==> src/rtl/eth_tx_scheduler.sv <==
`default_nettype none
// ============================================================================
// Module      : eth_tx_scheduler
// Description : Shares the RMII transmit datapath between several frame sources.
//               It grants one source at a time and pulses tx_start once per frame.
//               It enforces the inter-frame gap and aborts a hung frame with a watchdog.
//               Optional macro ETH_TX_PRIO_EN gives requester 0 strict priority.
// Revision    : 1.0 - initial release
// ============================================================================
module eth_tx_scheduler #(
  parameter int NUM_REQ          = 2,
  parameter int IFG_CYCLES       = 48,
  parameter int MAX_FRAME_CYCLES = 1024,
  localparam int SEL_W           = (NUM_REQ > 1) ? $clog2(NUM_REQ) : 1
) (
  input  logic               eth_clk,
  input  logic               eth_rst,
  input  logic [NUM_REQ-1:0] req,
  output logic [NUM_REQ-1:0] grant,
  output logic [SEL_W-1:0]   sel,
  output logic               tx_start,
  input  logic               tx_done,
  output logic               idle,
  output logic               timeout_err,
  output logic [15:0]        frame_cnt
);

  localparam int CNT_MAX = (MAX_FRAME_CYCLES > IFG_CYCLES) ? MAX_FRAME_CYCLES : IFG_CYCLES;
  localparam int CNT_W   = $clog2(CNT_MAX + 1);

  typedef enum logic [1:0] {
    S_IDLE  = 2'd0,
    S_START = 2'd1,
    S_SEND  = 2'd2,
    S_GAP   = 2'd3
  } state_t;

  state_t             state_q, state_d;
  logic [NUM_REQ-1:0] grant_q, grant_d;
  logic [SEL_W-1:0]   sel_q, sel_d;
  logic [SEL_W-1:0]   ptr_q, ptr_d;
  logic [CNT_W-1:0]   cnt_q, cnt_d;
  logic [15:0]        frame_cnt_q, frame_cnt_d;
  logic               tx_start_q, tx_start_d;
  logic               timeout_err_q, timeout_err_d;
  logic               idle_q, idle_d;

  logic               w_win_valid;
  logic [SEL_W-1:0]   w_win_idx;
  logic [SEL_W-1:0]   w_ptr_next;

  function automatic logic [SEL_W-1:0] wrap_idx(input logic [SEL_W-1:0] base, input int offs);
    int sum;
    sum = int'(base) + offs;
    if (sum >= NUM_REQ) begin
      sum = sum - NUM_REQ;
    end
    return SEL_W'(sum);
  endfunction

  // Scan from the highest offset down so the nearest set bit above the pointer wins.
  always_comb begin
    w_win_valid = 1'b0;
    w_win_idx   = '0;
    for (int i = NUM_REQ - 1; i >= 0; i--) begin
      if (req[wrap_idx(ptr_q, i)]) begin
        w_win_valid = 1'b1;
        w_win_idx   = wrap_idx(ptr_q, i);
      end
    end
`ifdef ETH_TX_PRIO_EN
    if (req[0]) begin
      w_win_valid = 1'b1;
      w_win_idx   = '0;
    end
`endif
    w_ptr_next = wrap_idx(w_win_idx, 1);
  end

  always_comb begin
    state_d       = state_q;
    grant_d       = grant_q;
    sel_d         = sel_q;
    ptr_d         = ptr_q;
    cnt_d         = cnt_q;
    frame_cnt_d   = frame_cnt_q;
    tx_start_d    = 1'b0;
    timeout_err_d = 1'b0;

    case (state_q)
      S_IDLE: begin
        if (w_win_valid) begin
          state_d    = S_START;
          grant_d    = NUM_REQ'(1) << w_win_idx;
          sel_d      = w_win_idx;
          tx_start_d = 1'b1;
`ifdef ETH_TX_PRIO_EN
          if (w_win_idx != '0) begin
            ptr_d = w_ptr_next;
          end
`else
          ptr_d = w_ptr_next;
`endif
        end
      end

      S_START: begin
        state_d = S_SEND;
        cnt_d   = '0;
      end

      S_SEND: begin
        // A completion on the watchdog's last cycle still counts as a good frame.
        if (tx_done) begin
          state_d     = S_GAP;
          grant_d     = '0;
          sel_d       = '0;
          cnt_d       = '0;
          frame_cnt_d = frame_cnt_q + 16'd1;
        end else if (cnt_q == CNT_W'(MAX_FRAME_CYCLES - 1)) begin
          state_d       = S_GAP;
          grant_d       = '0;
          sel_d         = '0;
          cnt_d         = '0;
          timeout_err_d = 1'b1;
        end else begin
          cnt_d = cnt_q + CNT_W'(1);
        end
      end

      S_GAP: begin
        if (cnt_q == CNT_W'(IFG_CYCLES - 1)) begin
          state_d = S_IDLE;
        end else begin
          cnt_d = cnt_q + CNT_W'(1);
        end
      end

      default: begin
        state_d = S_IDLE;
        grant_d = '0;
        sel_d   = '0;
      end
    endcase

    idle_d = (state_d == S_IDLE);
  end

  always_ff @(posedge eth_clk) begin
    if (eth_rst) begin
      state_q       <= S_IDLE;
      grant_q       <= '0;
      sel_q         <= '0;
      ptr_q         <= '0;
      cnt_q         <= '0;
      frame_cnt_q   <= '0;
      tx_start_q    <= 1'b0;
      timeout_err_q <= 1'b0;
      idle_q        <= 1'b1;
    end else begin
      state_q       <= state_d;
      grant_q       <= grant_d;
      sel_q         <= sel_d;
      ptr_q         <= ptr_d;
      cnt_q         <= cnt_d;
      frame_cnt_q   <= frame_cnt_d;
      tx_start_q    <= tx_start_d;
      timeout_err_q <= timeout_err_d;
      idle_q        <= idle_d;
    end
  end

  assign grant       = grant_q;
  assign sel         = sel_q;
  assign tx_start    = tx_start_q;
  assign timeout_err = timeout_err_q;
  assign idle        = idle_q;
  assign frame_cnt   = frame_cnt_q;

endmodule
`default_nettype wire

==> config.mk <==
export PLATFORM = sky130hd
export DESIGN_NAME = eth_tx_scheduler
export DESIGN_NICKNAME = d
export VERILOG_FILES = /design/src/rtl/eth_tx_scheduler.sv
export SDC_FILE = /design/constraint.sdc
export NUM_CORES = 1
export LEC_CHECK = 0
export CAP_MARGIN = 20
export CORE_AREA = 5 5 82 84
export DETAILED_ROUTE_END_ITERATION = 7
export DIE_AREA = 0 0 87 89
export MAX_ROUTING_LAYER = met4
export PLACE_DENSITY_LB_ADDON = 0.25
export SKIP_LAST_GASP = 1
export SLEW_MARGIN = 20
export SYNTH_ARGS = -nofsm -noshare
export SYNTH_HDL_FRONTEND = slang
export SYNTH_SLANG_ARGS = --single-unit
==> constraint.sdc <==
create_clock -name eth_clk -period 3.2 [get_ports eth_clk]
set_input_delay 0.64 -clock eth_clk [delete_from_list [all_inputs] [get_ports eth_clk]]
set_output_delay 0.64 -clock eth_clk [all_outputs]
set_load 0.01 [all_outputs]
==> qor.yml <==
worst_hold_path:
  hold_depth: 2
  min_from: "grant[0]"
  hold_class: "reg -> reg"
  min_to: "grant[0]"
synth:
  yosysWarningCount: 0
  ys_ff_latch: 35
  synth_area_leaders: "dfxtp_1, nor2_1, nand3_1, xor2_1, a21oi_1"
  netlist_area_um2: 1710
  yosys.cell_types.count: 48
  synth_nets: 205
  postSynthCellCount: 198
  synthFlopType: "dfxtp_1"
  syn-mean-instance-area_um2: 8.64
  synth.largest_area_cell: "dfxtp_1"
  seq_area_frac_synth_pct: 40.9
  synth_top_area_share_pct: 40.9
  synth-edff-count: 0
  async_flop_share_pct: 0
place:
  post-dp-hpwl_mm: 2.89
  place_inst: 291
  dpl_worst_slack_ns: 0.572
  io_buffer_count: 26
  gp_congestion: 0.815
worst_setup_path:
  critical_path.startpoint_type: "primary input"
  path_cells: "clkdlybuf4s50_1, and4b_1, nand3_1, or4_1, a21oi_1"
  critical-path-max-stage-delay_ns: 0.54
  required_ns: 3.42
  crit_fanout: 11
  arrival_ns: 2.55
  critPathCaptureType: "register"
  critPathKind: "in -> reg"
  r2r-start: "state_q[1]"
  slowest_stage: "or4_1"
  reg2reg_slack_ns: 1.16
  rr_endpoint: "frame_cnt[15]"
  r2r_cells: 4
pwr:
  p_leak_nw: 0.690
  powerDensity_nw_per_um2: 411
  ir_drop_mv: 0.200
routing:
  drt_wl_total_mm: 4.04
  ant_nets: 0
  vias: 1510
  drtIter0Drc: 55
  via_per_inst: 5.08
  dr.pass1.iters: 4
  remaining_drc_errors: 0
  drt-wirelength-per-cell_um: 13.6
run_status:
  status: "finished clean"
cts:
  ctsHoldBuffers: 0
  root_buffer: "clkbuf_8"
  clockBufferDepth: 2
  cts.sinks: 35
  clk_latency_ns: 0.29
  numCtsBuffers: 5
  post-cts-setup-buffer-count: 0
  h-tree-depth: 2
  post_cts_resized: 0
  clk_pin_slew_ns: 0.07
  cts_tree: "yes"
final_layout:
  num_antenna_cells: 0
  finalNetCount: 230
  drive_above_1_share_pct: 5.86
  instances_no_fill: 297
  area_growth_pct: 22.1
  utilization_pct: 35.7
timing:
  setup_viol: 0
  final-hold-violation-count: 0
  slew_viol_final: 0
  tightest_slew_ns: 0.638
  finalClockSkew_ns: 0.0103
  fmax_mhz: 428
  layout_setup_ws_ns: 0.863
  tns_ns: 0
  period_needed_ns: 2.34
  slew_headroom_pct: 57.3
  period_share_pct: 73.0
  rsz0062_at_grt: "no"
floorplanning:
  coreArea_um2: 5850
  io_pins: 27
  num_rows: 28
  start_util_pct: 29.3
  die_x_um: 87
  fp.dieH_um: 89
  dieArea_um2: 7740
flow_run:
  maxCapViolations: 0
grt:
  grt-ovfl-total: 0
  antenna_found_initial: 0
  grt_max_degree: 26
  grt_pass1_wl_mm: 7.08
  grt_usage_pct: 12.1
  grt_pass1_vias: 1424
how the worst max path moves through the flow:
| stage | from | end | slack (ns) | depth (start not counted) |
|---|---|---|---|---|
| finish | tx_done | frame_cnt[15] | 0.86 | 5 |
| global route | tx_done | frame_cnt[15] | 0.70 | 5 |
| CTS | tx_done | frame_cnt[15] | 0.88 | 5 |
| detailed placement | tx_done | frame_cnt[15] | 0.57 | 5 |
| global placement | tx_done | frame_cnt[15] | 0.61 | 5 |
| floorplan | tx_done | cnt_q[6] | 1.38 | 5 |
cell families (layout without fill, tap and decap cells):
group | after synthesis | count (layout) | synth area share, %
simple gates | 98 | 98 | 32.2
xor+xnor | 12 | 12 | 6.14
fa+ha+maj | 2 | 2 | 1.46
mux | 1 | 1 | 0.585
flops | 35 | 35 | 40.9
compound gates | 38 | 38 | 14.7
buf+inv | 12 | 36 | 3.95
cell usage after synthesis, types with 5 or more instances:
master,instances
a21oi_1,12
dfxtp_1,35
nand2_1,13
nand3_1,13
nand4_1,6
nor2_1,18
nor3_1,8
o21ai_0,8
or3_1,7
or4_1,5
xnor2_1,5
xor2_1,7
critical path: cells and delay by family:
| kind | cells | cell delay (ns) |
|---|---|---|
| AND/OR/NAND/NOR | 3 | 1.24 |
| buffers and inverters | 1 | 0.52 |
| AO/OA/AOI/OAI | 1 | 0.14 |
flip-flops by register name, summed over array words and instances, names as in the netlist:
| register | cells |
|---|---|
| frame_cnt | 16 |
| cnt_q | 11 |
| grant | 2 |
| state_q | 2 |
| idle | 1 |
| ptr_q | 1 |
| timeout_err | 1 |
| tx_start | 1 |
per-layer routing:
| layer | part of all wire [%] | vias up | global-route usage [%] | routed length (um) |
|---|---|---|---|---|
| met2 | 43 | 40 | 16.9 | 1720 |
| li1 | - | 786 | - | - |
| met4 | 2.2 | 0 | 6.23 | 89 |
| met1 | 49 | 676 | 16.0 | 2000 |
| met3 | 5.8 | 8 | 3.13 | 235 |
| met5 | 0 | - | - | 0 |
stage by stage:
| stage | total power, mW | hold WS, ns | cell area [um^2] |
|---|---|---|---|
| 2_1_floorplan | 0.533 | 0.462 | 1710 |
| 3_3_place_gp | 0.568 | 0.462 | 2020 |
| 3_5_place_dp | 0.568 | 0.461 | 2020 |
| 4_1_cts | 0.874 | 0.472 | 2090 |
| 5_1_grt | 0.902 | 0.517 | 2090 |
| 6_report | 0.859 | 0.474 | 2090 |
placed cells by master (no fill, tap or decap), drive strengths merged, types with 4 or more instances in the layout:
master | synthesis | final
o21ai | 8 | 8
or4 | 5 | 5
clkdlybuf4s50 | 0 | 26
clkbuf | 3 | 6
nor4 | 6 | 6
o31ai | 4 | 4
xnor2 | 5 | 5
nor2 | 18 | 18
nor3 | 9 | 9
nand3 | 14 | 14
nand4 | 6 | 6
a21oi | 12 | 12
xor2 | 7 | 7
nand2 | 13 | 13
and3 | 4 | 4
dfxtp | 35 | 35
or3 | 7 | 7
final cells by class:
type                            count  area (um^2)
Sequential cell                    35          701
Multi-Input combinational cell    151          943
Tap cell                           75         93.8
Timing Repair Buffer               27          268
Clock buffer                        6         72.6
Fill cell                         600         3760
Inverter                            3         11.3
power by group:
group          internal (mW)  switching (mW)
logic                 0.0431          0.0531
registers              0.447          0.0144
clock network          0.145           0.155
total                  0.636           0.223
Note: power is estimated with default switching activity, not from simulation.
